### src/rtl/mjpeg_zz_rle_core.sv
// mjpeg_zz_rle_core: reads one 8x8 block of quantized coefficients in zigzag
// order through memory port 0 and writes JPEG (run, size, amplitude) symbol
// words through memory port 1, then pulses done for the register block.
module mjpeg_zz_rle_core #(
    parameter int MAX_COEF  = 64,
    parameter int IN_STRIDE = 4
) (
    input  logic        clk,
    input  logic        rst_n,
    input  logic        start,
    input  logic [6:0]  num_coef,
    output logic        in_valid,
    input  logic        in_ready,
    output logic [15:0] in_addr,
    input  logic [31:0] in_rdata,
    output logic        out_valid,
    output logic        out_write,
    input  logic        out_ready,
    output logic [15:0] out_addr,
    output logic [31:0] out_wdata,
    output logic        done,
    output logic [6:0]  sym_count
);

    typedef enum logic [2:0] {
        S_IDLE = 3'd0,
        S_RD   = 3'd1,
        S_EVAL = 3'd2,
        S_WR   = 3'd3,
        S_DONE = 3'd4
    } state_t;

    // Where the FSM goes once the pending symbol write is accepted
    typedef enum logic [1:0] {
        AFT_NEXT = 2'd0,   // coefficient finished: fetch next or finish
        AFT_EVAL = 2'd1,   // ZRL emitted: re-evaluate the same coefficient
        AFT_DONE = 2'd2    // EOB emitted: block complete
    } after_t;

    localparam logic [31:0] SYM_ZRL = 32'hF000_0000;
    localparam logic [31:0] SYM_EOB = 32'h0000_0000;

    // Natural (row-major) index for each zigzag position
    localparam logic [5:0] ZZ_TAB [64] = '{
        6'd0,  6'd1,  6'd8,  6'd16, 6'd9,  6'd2,  6'd3,  6'd10,
        6'd17, 6'd24, 6'd32, 6'd25, 6'd18, 6'd11, 6'd4,  6'd5,
        6'd12, 6'd19, 6'd26, 6'd33, 6'd40, 6'd48, 6'd41, 6'd34,
        6'd27, 6'd20, 6'd13, 6'd6,  6'd7,  6'd14, 6'd21, 6'd28,
        6'd35, 6'd42, 6'd49, 6'd56, 6'd57, 6'd50, 6'd43, 6'd36,
        6'd29, 6'd22, 6'd15, 6'd23, 6'd30, 6'd37, 6'd44, 6'd51,
        6'd58, 6'd59, 6'd52, 6'd45, 6'd38, 6'd31, 6'd39, 6'd46,
        6'd53, 6'd60, 6'd61, 6'd54, 6'd47, 6'd55, 6'd62, 6'd63
    };

    // Bit length of a non-negative magnitude (0..15)
    function automatic logic [3:0] bit_len(input logic [15:0] mag);
        logic [3:0] len;
        len = 4'd0;
        for (int i = 0; i < 15; i++) begin
            len = mag[i] ? 4'(i + 1) : len;
        end
        return len;
    endfunction

    // Pack one symbol word: run, size, DC flag and amplitude
    function automatic logic [31:0] make_sym(input logic [3:0] run, input logic [3:0] size,
                                             input logic dc, input logic [15:0] amp);
        return {run, size, 7'd0, dc, amp};
    endfunction

    state_t      state_q, state_d;
    after_t      after_q, after_d;
    logic        start_q;
    logic [6:0]  n_q, n_d;
    logic [6:0]  k_q, k_d;
    logic [5:0]  run_q, run_d;
    logic [15:0] coef_q, coef_d;
    logic [15:0] out_addr_q, out_addr_d;
    logic [6:0]  sym_count_q, sym_count_d;
    logic [31:0] wdata_d;

    logic        in_valid_q, in_valid_d;
    logic [15:0] in_addr_q, in_addr_d;
    logic        out_valid_q, out_valid_d;
    logic [31:0] out_wdata_q, out_wdata_d;
    logic        done_q, done_d;

    logic [15:0] sat_s, mag_s, amp_s;
    logic [3:0]  size_s;
    logic        unused_rdata_s;

    assign unused_rdata_s = ^in_rdata[31:16];

    // Saturate the held coefficient and derive its size and amplitude fields
    always_comb begin
        sat_s  = (coef_q == 16'h8000) ? 16'h8001 : coef_q;
        mag_s  = sat_s[15] ? (16'd0 - sat_s) : sat_s;
        size_s = bit_len(mag_s);
        if (sat_s[15]) begin
            amp_s = (sat_s - 16'd1) & ((16'd1 << size_s) - 16'd1);
        end else begin
            amp_s = sat_s;
        end
    end

    // State, datapath and output registers; reset abandons any block in flight
    always_ff @(posedge clk or negedge rst_n) begin
        if (!rst_n) begin
            state_q     <= S_IDLE;
            after_q     <= AFT_NEXT;
            start_q     <= 1'b0;
            n_q         <= 7'd0;
            k_q         <= 7'd0;
            run_q       <= 6'd0;
            coef_q      <= 16'd0;
            out_addr_q  <= 16'd0;
            sym_count_q <= 7'd0;
            in_valid_q  <= 1'b0;
            in_addr_q   <= 16'd0;
            out_valid_q <= 1'b0;
            out_wdata_q <= 32'd0;
            done_q      <= 1'b0;
        end else begin
            state_q     <= state_d;
            after_q     <= after_d;
            start_q     <= start;
            n_q         <= n_d;
            k_q         <= k_d;
            run_q       <= run_d;
            coef_q      <= coef_d;
            out_addr_q  <= out_addr_d;
            sym_count_q <= sym_count_d;
            in_valid_q  <= in_valid_d;
            in_addr_q   <= in_addr_d;
            out_valid_q <= out_valid_d;
            out_wdata_q <= out_wdata_d;
            done_q      <= done_d;
        end
    end

    // Next-state and datapath update: fetch, evaluate, emit symbols
    always_comb begin
        state_d     = state_q;
        after_d     = after_q;
        n_d         = n_q;
        k_d         = k_q;
        run_d       = run_q;
        coef_d      = coef_q;
        out_addr_d  = out_addr_q;
        sym_count_d = sym_count_q;
        wdata_d     = out_wdata_q;
        case (state_q)
            S_IDLE: begin
                if (start && !start_q) begin
                    n_d         = (num_coef > 7'(MAX_COEF)) ? 7'(MAX_COEF) : num_coef;
                    k_d         = 7'd0;
                    run_d       = 6'd0;
                    out_addr_d  = 16'd0;
                    sym_count_d = 7'd0;
                    state_d     = (num_coef == 7'd0) ? S_DONE : S_RD;
                end else begin
                    state_d = S_IDLE;
                end
            end
            S_RD: begin
                if (in_ready) begin
                    coef_d  = in_rdata[15:0];
                    state_d = S_EVAL;
                end else begin
                    state_d = S_RD;
                end
            end
            S_EVAL: begin
                if (k_q == 7'd0) begin
                    wdata_d = make_sym(4'd0, size_s, 1'b1, amp_s);
                    after_d = AFT_NEXT;
                    state_d = S_WR;
                end else if (sat_s == 16'd0) begin
                    run_d = run_q + 6'd1;
                    if (k_q == n_q - 7'd1) begin
                        wdata_d = SYM_EOB;
                        after_d = AFT_DONE;
                        state_d = S_WR;
                    end else begin
                        k_d     = k_q + 7'd1;
                        state_d = S_RD;
                    end
                end else if (run_q >= 6'd16) begin
                    wdata_d = SYM_ZRL;
                    run_d   = run_q - 6'd16;
                    after_d = AFT_EVAL;
                    state_d = S_WR;
                end else begin
                    wdata_d = make_sym(run_q[3:0], size_s, 1'b0, amp_s);
                    run_d   = 6'd0;
                    after_d = AFT_NEXT;
                    state_d = S_WR;
                end
            end
            S_WR: begin
                if (out_ready) begin
                    out_addr_d  = out_addr_q + 16'd1;
                    sym_count_d = sym_count_q + 7'd1;
                    case (after_q)
                        AFT_EVAL: state_d = S_EVAL;
                        AFT_DONE: state_d = S_DONE;
                        default: begin
                            if (k_q == n_q - 7'd1) begin
                                state_d = S_DONE;
                            end else begin
                                k_d     = k_q + 7'd1;
                                state_d = S_RD;
                            end
                        end
                    endcase
                end else begin
                    state_d = S_WR;
                end
            end
            S_DONE:  state_d = S_IDLE;
            default: state_d = S_IDLE;
        endcase
    end

    // Output decode from the next state so every port comes straight off a flop
    always_comb begin
        in_valid_d  = (state_d == S_RD);
        out_valid_d = (state_d == S_WR);
        done_d      = (state_d == S_DONE);
        if (state_d == S_RD) begin
            in_addr_d = {10'd0, ZZ_TAB[k_d[5:0]]} * 16'(IN_STRIDE);
        end else begin
            in_addr_d = 16'd0;
        end
        if (state_d == S_WR) begin
            out_wdata_d = wdata_d;
        end else begin
            out_wdata_d = 32'd0;
        end
    end

    assign in_valid  = in_valid_q;
    assign in_addr   = in_addr_q;
    assign out_valid = out_valid_q;
    assign out_write = out_valid_q;
    assign out_addr  = out_addr_q;
    assign out_wdata = out_wdata_q;
    assign done      = done_q;
    assign sym_count = sym_count_q;

endmodule

### config.mk
export PLATFORM = sky130hd
export DESIGN_NAME = mjpeg_zz_rle_core
export DESIGN_NICKNAME = d
export VERILOG_FILES = /design/src/rtl/mjpeg_zz_rle_core.sv
export SDC_FILE = /design/constraint.sdc
export NUM_CORES = 1
export LEC_CHECK = 0
export CORE_MARGIN = 2
export CORE_UTILIZATION = 50
export CTS_BUF_LIST = sky130_fd_sc_hd__clkbuf_8
export CTS_CLUSTER_DIAMETER = 100
export DETAILED_ROUTE_END_ITERATION = 10
export PLACE_DENSITY = 0.75
export REMOVE_ABC_BUFFERS = 1
export SLEW_MARGIN = 20
export SYNTH_ARGS = -nofsm -noshare
export SYNTH_HDL_FRONTEND = slang
export SYNTH_SLANG_ARGS = --single-unit
### constraint.sdc
create_clock -name clk -period 5.9 [get_ports clk]
set_input_delay 1.18 -clock clk [delete_from_list [all_inputs] [get_ports clk]]
set_output_delay 1.18 -clock clk [all_outputs]
set_load 0.01 [all_outputs]
==> reports/summary.md <==
- **status** finished, final reports clean
- **required time reported for the critical path endpoint** 6170 ps
- **parity-gate share of the synthesized area counting xor and xnor cells** 5.35%
- **Post-Synthesis Mean Instance Area** 8.57 um^2
- **Clk Tree Root Cell** sky130_fd_sc_hd__clkbuf_8
- **CP max stage cell** sky130_fd_sc_hd__dfrtp_1
- **HPWL after detailed placement** 12900 um
- **Resized Gates After CTS** 0
- **cell count along the critical path** 17
- **area inside the core boundary** 0.0133 mm^2
- **maximum number of pins on one net before global-route repair** 67
- **Synth Instances** 802
- **die width** 121 um
- **CTS hold repair buffers** 0
- **maximum clock skew at final layout** 18.5 ps
- **Placer Congestion** 0.942
- **Internal Dissipation** 1.93 mW
- **post-synth top area cell** sky130_fd_sc_hd__dfrtp_1
- **Num CTS Buffers** 9
- **number of maximum-capacitance violations** 0
- **maximum buffer depth of the clock tree** 2
- **final cell area excluding filler cells** 0.00800 mm^2
- **full die area** 0.0147 mm^2
- **final worst path period share** 91.8%
- **type of origin of the critical path** flop
- **number of enable flip-flop cells after synthesis** 0
- **DRC Markers** 0
- **number of vias per cell** 6.11
- **clock share of power** 12.9%
- **clock transition time at the flip-flop clock pins of the worst setup and hold paths** 100 ps
- **Die Y** 121 um
- **Port-buffer cells** 85
- **multiplexer area fraction after synthesis** 2.73%
- **Comb pwr share** 57.0%
- **TritonCTS clock tree** built
- **fill cell instance count of the final layout** 1174
- **vias in the first global route** 5858
- **number of cells on the worst reg-to-reg path** 17
- **share of synthesized flip-flops with an asynchronous set or reset** 100%
- **cell count of the worst hold path** 2
- **clock period minus worst slack** 5410 ps
- **endpoints failing setup** 0
- **PD cells** 458 mW/mm^2
- **Total Nets Final** 929
- **main combinational cell family by area after synthesis** compound AO/OA/AOI/OAI gates
- **main flop type after synthesis** sky130_fd_sc_hd__dfrtp_1
- **final worst slack** 486 ps
- **final worst hold slack** 489 ps
- **proportion of synthesized chip area in sequential cells** 36.1%
- **standard-cell row count** 42
- **setup tns final** 0 ps
- **TritonCTS Sinks** 99
- **cell types with the highest counts after synthesis** 99 x sky130_fd_sc_hd__dfrtp_1, 84 x sky130_fd_sc_hd__nand2_1, 71 x sky130_fd_sc_hd__nor2_1
- **switching share of power** 47.4%
- **switching power summed over all nets** 1.74 mW
- **achievable clock frequency** 185 MHz
- **crit end category** flop
- **later-pin clock latency in the skew report** 390 ps
- **Worst-Margin Slew** 887 ps
- **number of endpoints with negative hold slack in the final report** 0
- **summed instance area of the synthesized netlist** 0.00687 mm^2
- **top cell family by delay on the critical path** simple AND/OR/NAND/NOR gates
- **antenna-violating nets left** 0
- **leakage power figure** 3.29 nW
- **total number of yosys warnings** 0
- **Wirelength per Cell** 17.4 um
- **largest voltage drop on the vdd net** 0.189 mV
- **largest fanout on the critical path** 11
- **count of routing violations after the opening detailed-route iteration** 480
- **total routing usage reported by global routing** 25.1%
- **initial antenna violation count** 0
- **first drt pass iteration count** 5
- **routed wire length** 18200 um
- **post-detailed-placement cell area** 0.00779 mm^2
- **kind of critical path** reg2reg
- **instance count after placement with tap cells included** 1027
- **DR vias** 6368
- **htree depth** 3
- **synth-to-layout area growth** 16.5%
- **type of the tightest min-delay check** reg2reg
- **top cells by area, synth** sky130_fd_sc_hd__dfrtp_1 36%, sky130_fd_sc_hd__o21ai_0 4.8%, sky130_fd_sc_hd__nand2_1 4.6%
- **total buffers and inverters traversed by the critical path** 1
- **fraction of power consumed by sequential logic** 30.0%
- **effective utilization at floorplan** 51.5%
- **synthesized-area fraction occupied by ao, oa, aoi and oai cells** 22.8%
- **Final Max Tran Viols** 0
- **Simple-Gate Fraction of Synth Area** 22.1%
- **total power** 3.67 mW
- **Diodes inserted** 0
- **post-synthesis adder-cell area fraction** 4.19%
- **total grt overflow** 0
- **area share of the largest cell type after synthesis** 36.1%
- **most instantiated library cell after synthesis** sky130_fd_sc_hd__dfrtp_1
- **core utilization of the finished layout** 60.0%
- **count of placed standard cells in the final layout, fillers left out** 1043
- **distinct cell type count of the synthesized netlist** 88
- **list of cells traversed by the critical path** or4_1 -> nor2_1 -> a31oi_1 -> ha_1 -> nor3b_1 -> nand3_1 -> o31a_1 -> nor3_1 -> o2111ai_1 -> nor2_1 -> nand2_1 -> or2_2 -> ha_1 -> inv_1 -> xnor2_1 -> a211oi_1 -> a211o_1
- **I/O pin count** 119
- **Worst path max stage delay** 660 ps
- **wire length of the first global-routing pass** 29600 um
- **Worst slew margin** 40.7%
- **layout cell share with drive strength beyond 1** 9.69%
- **critical path data arrival time** 5690 ps
- **RSZ-0062 raised after global routing** false
- **setup fix buffers added after clock tree synthesis** 0
- **post-synthesis register bit count** 99
- **pre-CTS setup slack** 707 ps
==> worst register-to-register path: stages, from the launching register on <==
cell and delay [ps]:
sky130_fd_sc_hd__dfrtp_1 660, sky130_fd_sc_hd__or4_1 230, sky130_fd_sc_hd__nor2_1 90, sky130_fd_sc_hd__a31oi_1 270, sky130_fd_sc_hd__ha_1 320, sky130_fd_sc_hd__nor3b_1 570
sky130_fd_sc_hd__nand3_1 390, sky130_fd_sc_hd__o31a_1 370, sky130_fd_sc_hd__nor3_1 380, sky130_fd_sc_hd__o2111ai_1 280, sky130_fd_sc_hd__nor2_1 320, sky130_fd_sc_hd__nand2_1 120
sky130_fd_sc_hd__or2_2 300, sky130_fd_sc_hd__ha_1 270, sky130_fd_sc_hd__inv_1 150, sky130_fd_sc_hd__xnor2_1 200, sky130_fd_sc_hd__a211oi_1 100, sky130_fd_sc_hd__a211o_1 270
==> state kept, by name, summed over array words and instances, names as in the netlist <==
signal,cells
coef_q,16
out_wdata,25
k_q,7
n_q,7
start_q,1
in_addr,6
in_valid,1
done,1
out_addr,16
after_q,2
run_q,6
sym_count,7
out_valid,1
state_q,3
==> kinds of logic after synthesis <==
group,count (synthesis)
AO/OA/AOI/OAI,223
multiplexers,17
XOR/XNOR,42
buffers and inverters,98
AND/OR/NAND/NOR,299
adder cells (fa/ha/maj),23
flip-flops,99
other,1
==> power groups by stage <==
stage                     clock network (mW)  logic (mW)  registers, mW
after detailed placement                   0        2.05           1.11
after global routing                   0.505        2.29           1.13
final                                  0.475        2.09           1.10
after floorplan                            0        1.28           1.16
after global placement                     0        2.01           1.10
after CTS                              0.481        2.06           1.10
==> metal layers <==
| metal | up-vias | track usage [%] | routed length [um] |
|---|---|---|---|
| li1 | 2996 | - | - |
| met1 | 3117 | 35.9 | 8430 |
| met2 | 220 | 39.1 | 8430 |
| met3 | 35 | 3.99 | 996 |
| met4 | 0 | 8.33 | 327 |
| met5 | - | 0 | 0 |
==> cells in the final DEF (no fill, tap or decap), types with 9 or more instances in the layout <==
| cell type | count |
|---|---|
| sky130_fd_sc_hd__dfrtp_1 | 99 |
| sky130_fd_sc_hd__nand2_1 | 84 |
| sky130_fd_sc_hd__clkdlybuf4s50_1 | 84 |
| sky130_fd_sc_hd__nor2_1 | 71 |
| sky130_fd_sc_hd__o21ai_0 | 66 |
| sky130_fd_sc_hd__nand3_1 | 32 |
| sky130_fd_sc_hd__a21oi_1 | 32 |
| sky130_fd_sc_hd__inv_1 | 26 |
| sky130_fd_sc_hd__ha_1 | 23 |
| sky130_fd_sc_hd__xnor2_1 | 22 |
| sky130_fd_sc_hd__nor3_1 | 22 |
| sky130_fd_sc_hd__xor2_1 | 20 |
| sky130_fd_sc_hd__buf_4 | 20 |
| sky130_fd_sc_hd__conb_1 | 17 |
| sky130_fd_sc_hd__mux2_2 | 14 |
| sky130_fd_sc_hd__o31ai_1 | 12 |
| sky130_fd_sc_hd__o211ai_1 | 11 |
| sky130_fd_sc_hd__nor2b_1 | 10 |
| sky130_fd_sc_hd__clkbuf_8 | 10 |
| sky130_fd_sc_hd__and3_1 | 9 |
| sky130_fd_sc_hd__or3_1 | 9 |
| sky130_fd_sc_hd__nand3b_1 | 9 |
==> path summary, 6_finish.rpt <==
| kind | from | to | slack [ps] |
|---|---|---|---|
| worst max-delay path | coef_q[10]$_DFFE_PN0P_ | out_wdata[2]$_DFFE_PN0P_ | 490 |
| worst min-delay path | out_wdata[9]$_DFFE_PN0P_ | out_wdata[9]$_DFFE_PN0P_ | 490 |
| worst max register to register | coef_q[10]$_DFFE_PN0P_ | out_wdata[2]$_DFFE_PN0P_ | 490 |
| worst min register to register | out_wdata[9]$_DFFE_PN0P_ | out_wdata[9]$_DFFE_PN0P_ | 490 |
| max in group asynchronous | rst_n | out_wdata[6]$_DFFE_PN0P_ | 4020 |
| min in group asynchronous | rst_n | out_wdata[11]$_DFFE_PN0P_ | 890 |
==> area by class of cell <==
| class | count | area [um^2] | area share [%] |
|---|---|---|---|
| timing repair buffer | 104 | 991 | 12.4 |
| inverter | 27 | 101 | 1.27 |
| sequential | 99 | 2480 | 31.0 |
| tap | 176 | 220 | 2.75 |
| clock buffer | 10 | 138 | 1.72 |
| multi-input combinational | 621 | 4000 | 50.0 |
| clock inverter | 6 | 71.3 | 0.891 |
(Power assumes the default switching activity.)
